[src/rtl/vga_fb_scanout.sv]
`default_nettype none
// +----------------------------------------------------------------------------+
// | vga_fb_scanout: VGA timing + banked byte framebuffer scan-out, with a      |
// | framed serial command port that writes bytes into the banks.               |
// | Rev 1.0                                                                    |
// +----------------------------------------------------------------------------+
module vga_fb_scanout #(
  parameter int HVIS    = 256,
  parameter int HFP     = 6,
  parameter int HSW     = 39,
  parameter int HT      = 320,
  parameter int VVIS    = 480,
  parameter int VFP     = 10,
  parameter int VSW     = 2,
  parameter int VT      = 525,
  parameter int BPP     = 4,
  parameter int NBANK   = 8,
  parameter int BANK_AW = 8,
  parameter int X0      = 64,
  parameter int Y0      = 0,
  parameter int FB_W    = 128,
  parameter int FB_H    = 112,
  parameter int YSHIFT  = 1,
  parameter int WE_CYC  = 2
) (
  input  logic                   clk,
  input  logic                   reset,
  input  logic                   serial_cs,
  input  logic                   serial_clk,
  input  logic                   serial_data,
  output logic                   hsync,
  output logic                   vsync,
  output logic                   de,
  output logic [BPP-1:0]         pix,
  output logic                   frame_start,
  output logic [BANK_AW-1:0]     bank_rd_addr,
  input  logic [8*NBANK-1:0]     bank_rd_data,
  output logic [BANK_AW-1:0]     bank_wr_addr,
  output logic [7:0]             bank_wr_data,
  output logic [NBANK-1:0]       bank_we,
  output logic                   busy,
  output logic                   overrun
);

  localparam int c_NBW  = $clog2(NBANK);
  localparam int c_AW   = BANK_AW + c_NBW;
  localparam int c_PPB  = 8 / BPP;
  localparam int c_SUBW = (c_PPB > 1) ? $clog2(c_PPB) : 1;
  localparam int c_HCW  = $clog2(HT);
  localparam int c_VCW  = $clog2(VT);
  localparam int c_WCW  = (WE_CYC > 1) ? $clog2(WE_CYC) : 1;
  localparam logic [NBANK-1:0] c_ONE = NBANK'(1);

  typedef enum logic [2:0] {S_IDLE, S_CMD, S_ADDR_H, S_ADDR_L, S_DATA, S_IGNORE} cmd_state_t;
  typedef enum logic [1:0] {WS_IDLE, WS_SETUP, WS_PULSE, WS_HOLD} wr_state_t;

  logic [c_HCW-1:0]   r_hcnt;
  logic [c_VCW-1:0]   r_vcnt;
  logic               r_fs;
  logic               w_hlast, w_vlast;

  logic [31:0]        w_hc, w_vc, w_x, w_y, w_p, w_a;
  logic               w_in, w_hs_n, w_vs_n, w_vis;

  logic [BANK_AW-1:0] r_rd_addr;
  logic [c_NBW-1:0]   r_bank_s1, r_bank_s2;
  logic [c_SUBW-1:0]  r_sub_s1, r_sub_s2;
  logic               r_in_s1, r_in_s2, r_de_s1, r_de_s2, r_de_s3;
  logic               r_hs_s1, r_hs_s2, r_hs_s3, r_vs_s1, r_vs_s2, r_vs_s3;
  logic [BPP-1:0]     r_pix;
  logic [8*NBANK-1:0] w_bank_sh;
  logic [7:0]         w_pix_sh;

  logic               r_cs_m, r_cs_s, r_cs_d, r_sck_m, r_sck_s, r_sck_d, r_sd_m, r_sd_s;
  logic [6:0]         r_shift;
  logic [2:0]         r_bitcnt;
  logic               w_sck_rise, w_cs_rise, w_byte_done;
  logic [7:0]         w_byte;

  cmd_state_t         r_state;
  wr_state_t          r_wstate;
  logic [c_AW-1:0]    r_addr;
  logic [7:0]         r_addr_h;
  logic [c_NBW-1:0]   r_wbank;
  logic [c_WCW-1:0]   r_wcnt;
  logic [NBANK-1:0]   r_we;
  logic [BANK_AW-1:0] r_wr_addr;
  logic [7:0]         r_wr_data;
  logic               r_busy, r_overrun;
  logic               w_unused;

  // ---------------- timing counters ----------------
  assign w_hlast = (r_hcnt == c_HCW'(HT - 1));
  assign w_vlast = (r_vcnt == c_VCW'(VT - 1));

  always_ff @(posedge clk) begin
    if (reset) begin
      r_hcnt <= '0;
      r_vcnt <= '0;
      r_fs   <= 1'b0;
    end else begin
      // Registered from the wrap so the pulse coincides with counters at (0,0)
      r_fs <= w_hlast && w_vlast;
      if (w_hlast) begin
        r_hcnt <= '0;
        r_vcnt <= w_vlast ? '0 : r_vcnt + c_VCW'(1);
      end else begin
        r_hcnt <= r_hcnt + c_HCW'(1);
      end
    end
  end

  always_comb begin
    w_hc   = 32'(r_hcnt);
    w_vc   = 32'(r_vcnt);
    w_x    = w_hc - 32'(X0);
    w_y    = (w_vc - 32'(Y0)) >> YSHIFT;
    w_in   = (w_hc >= 32'(X0)) && (w_hc < 32'(X0 + FB_W)) &&
             (w_vc >= 32'(Y0)) && (w_y < 32'(FB_H));
    w_p    = w_y * 32'(FB_W) + w_x;
    w_a    = (w_p * 32'(BPP)) >> 3;
    w_hs_n = !((w_hc >= 32'(HVIS + HFP)) && (w_hc < 32'(HVIS + HFP + HSW)));
    w_vs_n = !((w_vc >= 32'(VVIS + VFP)) && (w_vc < 32'(VVIS + VFP + VSW)));
    w_vis  = (w_hc < 32'(HVIS)) && (w_vc < 32'(VVIS));
  end

  assign w_bank_sh = bank_rd_data >> {r_bank_s2, 3'b000};
  assign w_pix_sh  = w_bank_sh[7:0] >> (32'(r_sub_s2) * 32'(BPP));
  assign w_unused  = &{1'b0, w_a, w_p, w_bank_sh, w_pix_sh};

  // ---------------- scan-out pipeline ----------------
  always_ff @(posedge clk) begin
    if (reset) begin
      r_rd_addr <= '0;
      r_bank_s1 <= '0;  r_bank_s2 <= '0;
      r_sub_s1  <= '0;  r_sub_s2  <= '0;
      r_in_s1   <= 1'b0; r_in_s2  <= 1'b0;
      r_de_s1   <= 1'b0; r_de_s2  <= 1'b0; r_de_s3 <= 1'b0;
      r_hs_s1   <= 1'b1; r_hs_s2  <= 1'b1; r_hs_s3 <= 1'b1;
      r_vs_s1   <= 1'b1; r_vs_s2  <= 1'b1; r_vs_s3 <= 1'b1;
      r_pix     <= '0;
    end else begin
      r_rd_addr <= w_a[BANK_AW-1:0];
      r_bank_s1 <= w_a[c_AW-1:BANK_AW];
      r_sub_s1  <= c_SUBW'(w_p % 32'(c_PPB));
      r_in_s1   <= w_in;
      r_de_s1   <= w_vis;
      r_hs_s1   <= w_hs_n;
      r_vs_s1   <= w_vs_n;
      r_bank_s2 <= r_bank_s1;
      r_sub_s2  <= r_sub_s1;
      r_in_s2   <= r_in_s1;
      r_de_s2   <= r_de_s1;
      r_hs_s2   <= r_hs_s1;
      r_vs_s2   <= r_vs_s1;
      r_de_s3   <= r_de_s2;
      r_hs_s3   <= r_hs_s2;
      r_vs_s3   <= r_vs_s2;
      r_pix     <= (r_in_s2 && r_de_s2) ? w_pix_sh[BPP-1:0] : '0;
    end
  end

  // ---------------- serial receiver ----------------
  assign w_sck_rise  = r_sck_s & ~r_sck_d;
  assign w_cs_rise   = r_cs_s & ~r_cs_d;
  assign w_byte_done = r_cs_s && w_sck_rise && (r_bitcnt == 3'd7);
  assign w_byte      = {r_shift, r_sd_s};

  always_ff @(posedge clk) begin
    if (reset) begin
      r_cs_m  <= 1'b0; r_cs_s  <= 1'b0; r_cs_d  <= 1'b0;
      r_sck_m <= 1'b0; r_sck_s <= 1'b0; r_sck_d <= 1'b0;
      r_sd_m  <= 1'b0; r_sd_s  <= 1'b0;
      r_shift  <= '0;
      r_bitcnt <= '0;
    end else begin
      r_cs_m  <= serial_cs;   r_cs_s  <= r_cs_m;  r_cs_d  <= r_cs_s;
      r_sck_m <= serial_clk;  r_sck_s <= r_sck_m; r_sck_d <= r_sck_s;
      r_sd_m  <= serial_data; r_sd_s  <= r_sd_m;
      if (!r_cs_s) begin
        r_bitcnt <= '0;
      end else if (w_sck_rise) begin
        r_shift  <= {r_shift[5:0], r_sd_s};
        r_bitcnt <= r_bitcnt + 3'd1;
      end
    end
  end

  // ---------------- command FSM and write sequencer ----------------
  always_ff @(posedge clk) begin
    if (reset) begin
      r_state   <= S_IDLE;
      r_wstate  <= WS_IDLE;
      r_addr    <= '0;
      r_addr_h  <= '0;
      r_wbank   <= '0;
      r_wcnt    <= '0;
      r_we      <= '0;
      r_wr_addr <= '0;
      r_wr_data <= '0;
      r_busy    <= 1'b0;
      r_overrun <= 1'b0;
    end else begin
      case (r_wstate)
        WS_SETUP: begin
          r_wstate <= WS_PULSE;
          r_we     <= c_ONE << r_wbank;
          r_wcnt   <= '0;
        end
        WS_PULSE: begin
          if (r_wcnt == c_WCW'(WE_CYC - 1)) begin
            r_we     <= '0;
            r_wstate <= WS_HOLD;
          end else begin
            r_wcnt <= r_wcnt + c_WCW'(1);
          end
        end
        WS_HOLD: begin
          r_wstate <= WS_IDLE;
          r_busy   <= 1'b0;
          r_addr   <= r_addr + c_AW'(1);
        end
        default: ;
      endcase

      // Losing cs only aborts the command layer; a launched write runs to completion
      if (!r_cs_s) begin
        r_state <= S_IDLE;
      end else begin
        case (r_state)
          S_IDLE:   if (w_cs_rise) r_state <= S_CMD;
          S_IGNORE: ;
          default: begin
            if (w_byte_done) begin
              if (r_busy) begin
                r_overrun <= 1'b1;
              end else begin
                case (r_state)
                  S_CMD: begin
                    if (w_byte == 8'h01)      r_state <= S_ADDR_H;
                    else if (w_byte == 8'h02) r_state <= S_DATA;
                    else                      r_state <= S_IGNORE;
                  end
                  S_ADDR_H: begin
                    r_addr_h <= w_byte;
                    r_state  <= S_ADDR_L;
                  end
                  S_ADDR_L: begin
                    r_addr  <= c_AW'({r_addr_h, w_byte});
                    r_state <= S_CMD;
                  end
                  S_DATA: begin
                    r_wstate  <= WS_SETUP;
                    r_busy    <= 1'b1;
                    r_wr_addr <= r_addr[BANK_AW-1:0];
                    r_wbank   <= r_addr[c_AW-1:BANK_AW];
                    r_wr_data <= w_byte;
                  end
                  default: ;
                endcase
              end
            end
          end
        endcase
      end
    end
  end

  assign hsync        = r_hs_s3;
  assign vsync        = r_vs_s3;
  assign de           = r_de_s3;
  assign pix          = r_pix;
  assign frame_start  = r_fs;
  assign bank_rd_addr = r_rd_addr;
  assign bank_wr_addr = r_wr_addr;
  assign bank_wr_data = r_wr_data;
  assign bank_we      = r_we;
  assign busy         = r_busy;
  assign overrun      = r_overrun;

endmodule
`default_nettype wire
[config.mk]
export PLATFORM = sky130hd
export DESIGN_NAME = vga_fb_scanout
export DESIGN_NICKNAME = d
export VERILOG_FILES = /design/src/rtl/vga_fb_scanout.sv
export SDC_FILE = /design/constraint.sdc
export NUM_CORES = 1
export LEC_CHECK = 0
export CORE_MARGIN = 1.5
export CORE_UTILIZATION = 51
export CTS_BUF_LIST = sky130_fd_sc_hd__clkbuf_16
export DETAILED_ROUTE_END_ITERATION = 10
export MAX_ROUTING_LAYER = met4
export PLACE_DENSITY = 0.8
export SYNTH_ARGS = -nofsm -noshare
export SYNTH_HDL_FRONTEND = slang
export SYNTH_SLANG_ARGS = --single-unit
[constraint.sdc]
create_clock -name clk -period 2.5 [get_ports clk]
set_input_delay 0.625 -clock clk [delete_from_list [all_inputs] [get_ports clk]]
set_output_delay 0.625 -clock clk [all_outputs]
set_load 0.05 [all_outputs]
==> impl_metrics.ini <==
[finish]
ratio_of_cells_with_drive_above_1_in_the_final_layout_pct = 9.892
nNetsFinal = 725
multiInputGateArea_um2 = 2660
final.fill_count = 705
layout_commonest_cell = sky130_fd_sc_hd__dfxtp_1
register_cell_area_after_layout_um2 = 2362
commonest_non_fill_non_tap_cells_in_the_layout = 118 x sky130_fd_sc_hd__dfxtp_1, 109 x sky130_fd_sc_hd__clkdlybuf4s50_1, 78 x sky130_fd_sc_hd__nor2_1
antennaDiodeCount = 0
synthToLayoutAreaGrowth_pct = 33.15
layout.cell_area.non_filler_um2 = 6980

[yosys]
syn_nets = 622
average_cell_area_after_synthesis_um2 = 9.873
synth_cells = 531
synth_cell_type_count = 48
synth_enable_flop_cells = 0
yosysWarnings = 0
synth_flop_cell = sky130_fd_sc_hd__dfxtp_1
async_flop_share_pct = 0
yosysSeqAreaShare_pct = 45.06
synth.ff_latch_count = 118
synth_area_um2 = 5243

[power_and_ir_drop]
combinationalPowerShare_pct = 5.9
total_leakage_power_nw = 2.666
clkPwrFrac_pct = 51.7
net-switching-power_mw = 1.008
seq_power_share_pct = 42.3
cellInternalPower_mw = 3.543
p_per_area_nw_per_um2 = 652.0
worst_ir_drop_vdd_uv = 494.2
switching_share_pct = 22.15

[worst_setup_path]
max_stage_delay_ns = 0.83
category_of_the_critical_setup_timing_path = reg -> out
worstPathRequired_ns = 1.88
worst_setup_path_end_kind = primary output
timing.critical_path.slowest_stage_cell = sky130_fd_sc_hd__clkdlybuf4s50_1
critical_path_arrival_ns = 1.64
r2r_setup_slack_ns = 0.29
critical_path.reg2reg.endpoint = r_bank_s1[2]
timing.rr.start = r_hcnt[6]
critical_path_cell_by_cell = clkdlybuf4s50_1
start_kind = flip-flop
timing.critical_path.max_delay_family = buffers and inverters
worst_r2r_path_depth = 9
timing.critical_path.fanout_max = 5
cp.buffers_inverters = 1

[cts]
cts.repair_timing.setup_buffer_count = 0
htree_num_levels = 4
clk_latency_ns = 0.41
worst_setup_hold_path_clk_slew_ns = 0.06
tritoncts.num_buffers = 17
tritoncts_clock_tree = yes
cts.path.max_buffers = 2
post_cts_resize_count = 0
cts.sink_count = 118
holdBufCountCts = 0
clock-root-buffer = sky130_fd_sc_hd__clkbuf_16

[timing]
worst_slew_pin_slew_ns = 0.7223
max_freq_ghz = 0.4407
report.final.hold_viol_count = 0
timing.slew.headroom_pct = 51.78
setup_tns_ns = 0
timing_max_transition_violations_final = 0
final.min_clock_period_ns = 2.269
finClkSkew_ns = 0.007521
rsz0062_at_grt = false
timing.final.crit_share_pct = 90.76
final-setup-viol-count = 0

[grt]
grt_antenna_before_repair = 0
grt_pass1_wl_um = 20870
grt_pass1_vias = 4304
grtUsageTotal_pct = 24.64
grt_start_max_net_pins = 91
gr-total-overflow = 0

[routing]
detailedRoute.firstPassIterationCount = 4
detail_route.iter0.violations = 218
drcViolationCount = 0
wire_per_inst_um = 15.72
total_routed_wirelength_um = 12260
post_drt_via_cell_ratio = 5.428
ant_nets = 0
vias = 4234

[floorplanning]
floorplan.die_area_um2 = 10900
floorplan.die.width_um = 104.4
number_of_placement_rows = 36
initial_core_util_pct = 53.15
coreArea_um2 = 9864
num_io_pins = 111
die_height_um = 104.4

[flow_run]
max_cap_violations = 0

[placed_design]
dpl_cell_area_um2 = 6399
gp_congestion = 0.8831
portBuffers = 110
detailedPlacementHpwl_um = 8769

[worst_hold_path]
worst_hold_path.num_cells = 1
timing.hold.worst.start = r_vs_s2
min_to = vsync
hold_path_class = reg -> reg

[outcome]
outcome = finished, final reports clean
power by group through the flow:
stage | logic (mW) | clock network (mW) | registers [mW]
floorplan | 0.127 | 0 | 1.97
global placement | 0.264 | 0 | 1.96
detailed placement | 0.270 | 0 | 1.97
CTS | 0.272 | 2.39 | 1.93
global route | 0.289 | 2.49 | 1.93
finish | 0.270 | 2.35 | 1.93
kinds of logic (layout without fill, tap and decap cells):
| family | count (synthesis) | after routing | share of synthesized area, % |
|---|---|---|---|
| compound gates | 52 | 52 | 6.468 |
| fa+ha+maj | 22 | 22 | 5.394 |
| mux | 51 | 51 | 13.56 |
| xor+xnor | 33 | 33 | 5.513 |
| simple gates | 206 | 206 | 19.81 |
| flops | 118 | 118 | 45.06 |
| buf+inv | 49 | 165 | 4.200 |
sequential cells by signal (all words and copies together) (netlist names), 4 cells and up:
| register | count |
|---|---|
| r_addr | 11 |
| r_vcnt | 10 |
| r_hcnt | 9 |
| bank_rd_addr | 8 |
| bank_we | 8 |
| bank_wr_addr | 8 |
| bank_wr_data | 8 |
| r_shift | 7 |
| pix | 4 |
worst max path at each step:
| stage | to | slack [ns] | cells after the start | from |
|---|---|---|---|---|
| after CTS | busy | 0.22 | 1 | busy |
| after global routing | r_bank_s1[2] | 0.15 | 9 | r_hcnt[6] |
| after detailed placement | r_bank_s1[2] | 0.28 | 9 | r_hcnt[6] |
| final | busy | 0.23 | 1 | busy |
| after floorplan | r_bank_s1[2] | 0.45 | 9 | r_hcnt[6] |
| after global placement | r_bank_s1[2] | 0.39 | 9 | r_hcnt[6] |
routing by layer:
metal | GRT usage, % | routed length [um] | vias to the layer above
li1 | - | - | 2060
met2 | 41.21 | 6364 | 106
met1 | 27.99 | 5234 | 2040
met3 | 7.143 | 409 | 28
met4 | 8.929 | 254 | 0
met5 | - | 0 | -
area by class of cell:
type	count	share of cell area, %
Tap cell	133	2.384
Inverter	19	1.022
Clock inverter	15	2.241
Sequential cell	118	33.84
Timing Repair Buffer	114	16.31
Clock buffer	17	6.094
Multi-Input combinational cell	364	38.11
metrics by stage:
| step | util [%] | hold WS (ns) | std cells | setup slack (ns) | power [mW] |
|---|---|---|---|---|---|
| floorplan | - | 0.3895 | 531 | 0.4502 | 2.098 |
| global placement | 64.87 | 0.3919 | 748 | 0.3908 | 2.229 |
| detailed placement | 64.87 | 0.3958 | 748 | 0.2798 | 2.237 |
| CTS | 70.76 | 0.4096 | 780 | 0.2203 | 4.585 |
| global route | 70.76 | 0.4197 | 780 | 0.1508 | 4.709 |
| finish | 70.76 | 0.4078 | 780 | 0.2309 | 4.551 |
Yosys cell counts (2+ instances only):
cell	number	area share, %
sky130_fd_sc_hd__mux4_2	16	6.9
sky130_fd_sc_hd__nand2b_1	4	0.48
sky130_fd_sc_hd__inv_1	19	1.4
sky130_fd_sc_hd__a21oi_1	19	1.8
sky130_fd_sc_hd__a22oi_1	3	0.43
sky130_fd_sc_hd__nor2b_1	26	3.1
sky130_fd_sc_hd__o22ai_1	5	0.60
sky130_fd_sc_hd__buf_1	3	0.21
sky130_fd_sc_hd__a21o_1	2	0.29
sky130_fd_sc_hd__a211oi_1	11	1.6
sky130_fd_sc_hd__mux2i_1	35	6.7
sky130_fd_sc_hd__a32oi_1	3	0.50
sky130_fd_sc_hd__nand3_1	12	1.1
sky130_fd_sc_hd__or2_2	6	0.72
sky130_fd_sc_hd__xor2_1	8	1.3
sky130_fd_sc_hd__buf_4	2	0.29
sky130_fd_sc_hd__nand2_1	29	2.1
sky130_fd_sc_hd__clkbuf_1	12	0.86
sky130_fd_sc_hd__o21ai_0	3	0.29
sky130_fd_sc_hd__buf_2	11	1.1
sky130_fd_sc_hd__xnor2_1	25	4.2
sky130_fd_sc_hd__nor3_1	15	1.4
sky130_fd_sc_hd__nor4_1	6	0.72
sky130_fd_sc_hd__nor2_1	78	5.6
sky130_fd_sc_hd__nand4b_1	2	0.33
sky130_fd_sc_hd__nand4_1	14	1.7
sky130_fd_sc_hd__ha_1	21	5.0
sky130_fd_sc_hd__buf_6	2	0.43
sky130_fd_sc_hd__nor4bb_1	2	0.38
sky130_fd_sc_hd__dfxtp_1	118	45
sky130_fd_sc_hd__or4_1	2	0.29
No activity file was read; power rests on OpenSTA's default activity.
